## config.mk

```make
export PLATFORM = sky130hd
export DESIGN_NAME = serial_subtractor
export DESIGN_NICKNAME = d
export VERILOG_FILES = /design/src/rtl/serial_sub_pkg.sv /design/src/rtl/full_subtractor_cell.sv /design/src/rtl/serial_subtractor.sv
export SDC_FILE = /design/constraint.sdc
export NUM_CORES = 1
export LEC_CHECK = 0
export ABC_AREA = 1
export CELL_PAD_IN_SITES_DETAIL_PLACEMENT = 0
export CELL_PAD_IN_SITES_GLOBAL_PLACEMENT = 1
export CORE_MARGIN = 3
export CORE_UTILIZATION = 41
export CTS_BUF_LIST = sky130_fd_sc_hd__clkbuf_8
export DETAILED_ROUTE_END_ITERATION = 8
export DONT_BUFFER_PORTS = 1
export GPL_TIMING_DRIVEN = 0
export PLACE_DENSITY_LB_ADDON = 0.05
export SLEW_MARGIN = 25
export SYNTH_ARGS = -nofsm -noshare
export SYNTH_HDL_FRONTEND = slang
export SYNTH_HIERARCHICAL = 1
export SYNTH_SLANG_ARGS = --single-unit
export TNS_END_PERCENT = 30
```

## constraint.sdc

```tcl
create_clock -name clk -period 1.9 [get_ports clk]
set_clock_uncertainty 0.05 [all_clocks]
set_input_delay 0.38 -clock clk [delete_from_list [all_inputs] [get_ports clk]]
set_output_delay 0.38 -clock clk [all_outputs]
set_load 0.02 [all_outputs]
```

## src/rtl/serial_sub_pkg.sv

```systemverilog
// Shared definitions for the bit-serial subtractor: FSM state encoding and
// the bit-counter width helper.
package serial_sub_pkg;

  typedef enum logic [1:0] {
    IDLE = 2'd0,
    RUN  = 2'd1,
    DONE = 2'd2
  } state_e;

  // Width of a counter that must hold the values 0..n inclusive.
  function automatic int cnt_width(input int n);
    return $clog2(n + 1);
  endfunction

endpackage

```

## src/rtl/full_subtractor_cell.sv

```systemverilog
// One-bit full subtractor: d = a - b - bin, with borrow-out.
module full_subtractor_cell (
  input  logic a_i,
  input  logic b_i,
  input  logic bin_i,
  output logic d_o,
  output logic bout_o
);

  assign d_o    = a_i ^ b_i ^ bin_i;
  // Borrow when b exceeds a, or when a==b and a borrow is already pending.
  assign bout_o = (~a_i & b_i) | (~(a_i ^ b_i) & bin_i);

endmodule

```

## src/rtl/serial_subtractor.sv

```systemverilog
// Bit-serial subtractor: io_lhs - io_rhs - io_in_bin, one bit per cycle,
// LSB first, with valid/ready handshakes on operand and result sides.
module serial_subtractor
  import serial_sub_pkg::*;
#(
  parameter int N = 2
) (
  input  logic         clk,
  input  logic         reset,
  input  logic         io_in_valid,
  output logic         io_in_ready,
  input  logic         io_in_bin,
  input  logic [N-1:0] io_lhs,
  input  logic [N-1:0] io_rhs,
  output logic         io_out_valid,
  input  logic         io_out_ready,
  output logic [N-1:0] io_out,
  output logic         io_bout
);

  localparam int            CW   = cnt_width(N);
  localparam logic [CW-1:0] LAST = CW'(N - 1);

  state_e         state_q;
  logic [N-1:0]   lhs_sr_q;
  logic [N-1:0]   rhs_sr_q;
  logic [N-1:0]   result_q;
  logic [N-1:0]   out_q;
  logic [CW-1:0]  count_q;
  logic           borrow_q;
  logic           bout_q;
  logic           in_ready_q;
  logic           out_valid_q;

  logic           diff_d;
  logic           borrow_d;
  logic [N-1:0]   result_d;

  // Single cell reused every RUN cycle on the current LSBs and running borrow.
  full_subtractor_cell u_cell (
    .a_i    (lhs_sr_q[0]),
    .b_i    (rhs_sr_q[0]),
    .bin_i  (borrow_q),
    .d_o    (diff_d),
    .bout_o (borrow_d)
  );

  // Result register with the new difference bit entering at the MSB.
  always_comb begin
    // NOTE: assign a default first so every path drives result_d and no latch is inferred.
    result_d        = result_q >> 1;
    result_d[N-1]   = diff_d;
  end

  // Control FSM, operand shift registers and registered handshake outputs.
  always_ff @(posedge clk or negedge reset) begin
    if (!reset) begin
      // NOTE: the operand/result shift registers are cleared too, so an aborted
      // operation leaves no residue behind.
      state_q     <= IDLE;
      lhs_sr_q    <= '0;
      rhs_sr_q    <= '0;
      result_q    <= '0;
      out_q       <= '0;
      count_q     <= '0;
      borrow_q    <= 1'b0;
      bout_q      <= 1'b0;
      in_ready_q  <= 1'b1;
      out_valid_q <= 1'b0;
    end else begin
      // NOTE: non-blocking assignments so every register sees pre-edge values.
      case (state_q)
        IDLE: begin
          if (io_in_valid && in_ready_q) begin
            lhs_sr_q   <= io_lhs;
            rhs_sr_q   <= io_rhs;
            borrow_q   <= io_in_bin;
            count_q    <= '0;
            in_ready_q <= 1'b0;
            state_q    <= RUN;
          end
        end
        RUN: begin
          lhs_sr_q <= lhs_sr_q >> 1;
          rhs_sr_q <= rhs_sr_q >> 1;
          borrow_q <= borrow_d;
          result_q <= result_d;
          count_q  <= count_q + CW'(1);
          if (count_q == LAST) begin
            out_q       <= result_d;
            bout_q      <= borrow_d;
            out_valid_q <= 1'b1;
            state_q     <= DONE;
          end
        end
        DONE: begin
          if (io_out_ready) begin
            out_valid_q <= 1'b0;
            in_ready_q  <= 1'b1;
            state_q     <= IDLE;
          end
        end
        default: begin
          out_valid_q <= 1'b0;
          in_ready_q  <= 1'b1;
          state_q     <= IDLE;
        end
      endcase
    end
  end

  assign io_in_ready  = in_ready_q;
  assign io_out_valid = out_valid_q;
  assign io_out       = out_q;
  assign io_bout      = bout_q;

endmodule

```

# Word-level counts from Yosys, hierarchy flattened
# Cells that the tools add are included.
# Widths: inputs -> output; s select.
dict set report totals {
  regBits 16
  word_cells 52
}
dict set report classes {
  n_addsub 1
  eq_ne 6
  muxes 18
  bitwise_logic 9
  reduce_logical 8
}
# cell count
set op_table {}
lappend op_table {{$mux 2} 6}
lappend op_table {{$pmux 2 s2} 3}
lappend op_table {{$reduce_and 3->1} 3}
lappend op_table {{$ne 2x2->1 const B} 3}
lappend op_table {{$pmux 1 s3} 2}
lappend op_table {{$pmux 2 s3} 1}
lappend op_table {{$mux 1} 5}
lappend op_table {{$eq 2x1->1 const B} 2}
lappend op_table {{$not 1->1} 4}
lappend op_table {{$reduce_and 2->1} 2}
lappend op_table {{$add 2x1->2 const B} 1}
lappend op_table {{$and 1x1->1} 2}
lappend op_table {{$eq 2x2->1 const B} 1}
lappend op_table {{$logic_not 2->1} 1}
lappend op_table {{$pmux 1 s2} 1}
lappend op_table {{$reduce_bool 2->1} 1}
lappend op_table {{$xor 1x1->1} 2}
lappend op_table {{$logic_and 1x1->1} 1}
lappend op_table {{$or 1x1->1} 1}

# Logic depth before layout (Yosys ltp)
dict set report logic_depth {
  word_depth 5
  depth_mapped 7
  ltp_nobuf 7
}

# Cells and area by module
# The synthesis kept the hierarchy.
# mod n_inst cells_each area_each_um2 seq_area_each_um2
set modules_own_cells {}
lappend modules_own_cells {serial_subtractor 1 76 675.6 376.6}
lappend modules_own_cells {full_subtractor_cell 1 4 31.3 0.0}

# Worst setup path after synthesis
# No wires, ideal clock.
dict set report synth_timing {
  kind {reg2reg}
  from {register lhs_sr_q[0]}
  to {register borrow_q}
  setup_time_ns 0.065
  arrival_time_ns 1.110
  required_time_ns 1.785
  path_slack_ns 0.675
  path_stages_with_launch 7
  cell_sequence {dfrtp_1 > fa_1 > inv_1 > inv_1 > o21ai_0 > nand2_1 > nand2_1}
}
dict set report synth_between {
  elab_chain_cells 5
  word_cells_on_any_way 7
}
# item line
set synth_lines {}
lappend synth_lines {{from (decl)} serial_subtractor.sv:25} ;# logic [N-1:0] lhs_sr_q;
lappend synth_lines {{from (signal assigned)} serial_subtractor.sv:75} ;# lhs_sr_q <= io_lhs;
lappend synth_lines {{from (signal assigned)} serial_subtractor.sv:84} ;# lhs_sr_q <= lhs_sr_q >> 1;
lappend synth_lines {{$xor 1x1->1} full_subtractor_cell.sv:12} ;# assign bout_o = (~a_i & b_i) | (~(a_i ^ b_i) & bin_i);
lappend synth_lines {{$not 1->1} full_subtractor_cell.sv:12}
lappend synth_lines {{$and 1x1->1} full_subtractor_cell.sv:12}
lappend synth_lines {{$or 1x1->1 (*)} full_subtractor_cell.sv:12}
lappend synth_lines {{via borrow_d} serial_subtractor.sv:36} ;# logic borrow_d;
lappend synth_lines {{$pmux 1 s2 (*)} serial_subtractor.sv:72} ;# case (state_q)
lappend synth_lines {{to (signal assigned)} serial_subtractor.sv:77} ;# borrow_q <= io_in_bin;
lappend synth_lines {{to (signal assigned)} serial_subtractor.sv:86} ;# borrow_q <= borrow_d;
lappend synth_lines {{to (decl)} serial_subtractor.sv:30} ;# logic borrow_q;
# Mark *: on every way through the listed nets, which the timed path passes. The rest lies on a longest branch.
# A chain may end at the register's enable or synchronous reset.

# Final worst setup path
# Ends and elaborated chain as after synthesis.

==> flow_summary.yaml <==
status:
  status: "finished clean"
cells_and_area:
  nFillCells: 161
  finalNonFillerCells: 101
  synthToLayoutAreaGrowth_pct: 10.62
  diodes: 0
  fin_util_pct: 50.16
  final_nets: 97
  drive_above_1_share_pct: 14.12
setup_path:
  end_kind: "flip-flop"
  critPathMaxFanout: 2
  arrival_ns: 1.43
  r2r_slack_ns: 0.60
  required_ns: 2.03
  start_kind: "flip-flop"
  worstSetupPathType: "flip-flop to flip-flop"
die:
  core-area_mm2: 0.001559
  die_x_um: 47.53
  dieHeight_um: 47.53
  ios: 14
  die-area_mm2: 0.002259
  initial_core_util_pct: 45.35
  num_rows: 14
timing:
  setup_violations: 0
  tightest_slew_ns: 0.6822
  hold_viol_final: 0
  rsz0062_at_grt: "no"
  slew_violations: 0
  max_freq_ghz: 0.7675
  fin_crit_sh_pct: 68.57
  slew_headroom_pct: 54.37
  fin_crit_ns: 1.303
  tns_ns: 0
power:
  p_comb_share_pct: 35.0
  switching_share_pct: 40.92
  irDropWorstVdd_v: 0.0006668
  finalPower_mw: 1.322
  p_seq_share_pct: 46.2
  switchingPower_mw: 0.5412
  p_int_mw: 0.7812
  p_leak_nw: 0.4216
  powerDensity_mw_per_mm2: 1691
  clkPwrFrac_pct: 18.8
logic_synthesis:
  synth_area_leaders: "dfrtp_1 50%, nand2_1 12%, o21ai_0 7.1%"
  seq_area_frac_synth_pct: 53.27
  synth_top_area_share_pct: 49.56
  synth_seq_cells: 15
  synth_area_um2: 706.9
  ys_warn_count: 6
  synth.avg_cell_area_um2: 8.837
  syn_nets: 91
  synth_cell_type_count: 16
  yosys.area.top_type: "dfrtp_1"
  synthCells: 80
global_route:
  grt_pass1_wl_um: 2076
  first_global_vias: 480
  grt-ovfl-total: 0
  grt_max_degree: 16
  antenna_found_initial: 0
  grtUsageTotal_pct: 13.41
cts:
  post_cts_buffers: 0
  clockBufferDepth: 2
  h-tree-depth: 1
  clkTransAtPathRegs_ns: 0.06
  root_buffer: "clkbuf_8"
  cts_tree: "yes"
  clkLatencyLatePin_ns: 0.24
  clock_sinks: 15
  cts_made_buffers: 3
placement:
  place.gp.congestion: 0.6343
  numPortBuffers: 0
  place_inst: 96
  dpl.hpwl_um: 871.2
drt:
  drcViolationCount: 0
  drt_wl_total_um: 1176
  first_pass_iters: 2
  drt_iter0_drc: 2
  avgRoutedWirePerCell_um: 11.64
  vias: 497
  viasPerCell: 4.921
  drtAntennaViolNets: 0
min_path:
  worstHoldPathType: "primary input to flip-flop"
run:
  maxCapViolCount: 0
-- cells in the final DEF (no fill, tap or decap), drive strengths merged --
master       synthesis  layout
dfstp                1       1
nand2               26      26
dfrtp               14      14
fa                   1       1
nand3                6       6
o21ai               12      12
nor2                 2       2
inv                 15      16
clkbuf               0       3
ha                   1       1
dlygate4sd3          0       1
nand3b               1       1
buf                  1       1
-- metrics by stage --
step / hold WS, ns / setup WS [ns] / instance area (µm²)
2_1_floorplan: 0.03441 / 0.6754 / 706.9
3_3_place_gp: 0.03483 / 0.6360 / 726.9
3_5_place_dp: 0.03490 / 0.6143 / 726.9
4_1_cts: 0.2065 / 0.5945 / 782.0
5_1_grt: 0.2389 / 0.5015 / 782.0
6_report: 0.2074 / 0.5971 / 782.0
-- cell families after synthesis --
kind of cell,after synthesis,synth area share (%)
fa+ha+maj,2,4.602
simple gates,35,24.07
buf+inv,16,9.558
flops,15,53.28
compound gates,12,8.496
-- cells in the mapped netlist, drive strengths merged --
library cell / number
inv: 15
nand2: 26
nand3b: 1
dfstp: 1
ha: 1
buf: 1
dfrtp: 14
nor2: 2
fa: 1
nand3: 6
o21ai: 12
-- metal layers --
layer	routed length [µm]	track usage [%]	vias up	share of wire (%)
met5	0	0	-	0
met4	13	6.630	0	1.1
li1	-	-	256	-
met1	580	17.95	228	49
met3	72	4.135	2	6.1
met2	510	19.52	11	43
-- worst paths after layout --
kind,startpoint,endpoint,cells after the start
max,lhs_sr_q[0]$_DFFE_PN0P_,borrow_q$_DFFE_PN0P_,6
min,io_rhs[1],rhs_sr_q[1]$_DFFE_PN0P_,2
max reg2reg,lhs_sr_q[0]$_DFFE_PN0P_,borrow_q$_DFFE_PN0P_,6
min reg2reg,result_q[1]$_DFFE_PN0P_,io_out[0]$_DFFE_PN0P_,2
max in group asynchronous,reset,state_q[1]$_DFFE_PN0P_,1
min in group asynchronous,reset,state_q[0]$_DFFE_PN0P_,1
-- worst max-delay path, cell delays in order (launching register included) --
cell,delay [ns]
dfrtp_1,0.40
fa_1,0.41
inv_1,0.06
inv_1,0.05
o21ai_0,0.15
nand2_1,0.07
nand2_1,0.05
-- flip-flops by register name, summed over array words and instances (netlist names) --
register,cells
lhs_sr_q,2
io_out,2
io_in_ready,1
io_out_valid,1
borrow_q,1
state_q,2
count_q,2
rhs_sr_q,2
result_q,1
io_bout,1
-- what timing repair did --
item,CTS,global route
setup endpoints to repair,0,0
hold buffers,1,0
gates resized for setup,0,0
hold endpoints to repair,15,0
-- power by group through the flow --
stage | combinational, mW | sequential, mW | clock [mW]
2_1_floorplan | 0.386 | 0.598 | 0
3_3_place_gp | 0.455 | 0.613 | 0
3_5_place_dp | 0.464 | 0.617 | 0
4_1_cts | 0.479 | 0.612 | 0.256
5_1_grt | 0.556 | 0.633 | 0.274
6_report | 0.463 | 0.611 | 0.249
-- final cells by class --
| cell class | count | area, µm² | share of cell area (%) |
|---|---|---|---|
| multi-input combinational | 49 | 262.8 | 33.60 |
| clock inverter | 1 | 3.754 | 0.4800 |
| sequential | 15 | 376.6 | 48.16 |
| buffer | 1 | 11.26 | 1.440 |
| timing repair buffer | 1 | 10.01 | 1.280 |
| clock buffer | 3 | 41.29 | 5.280 |
| inverter | 15 | 56.30 | 7.200 |
| tap | 16 | 20.02 | 2.560 |
No activity file was read; power rests on OpenSTA's default activity.
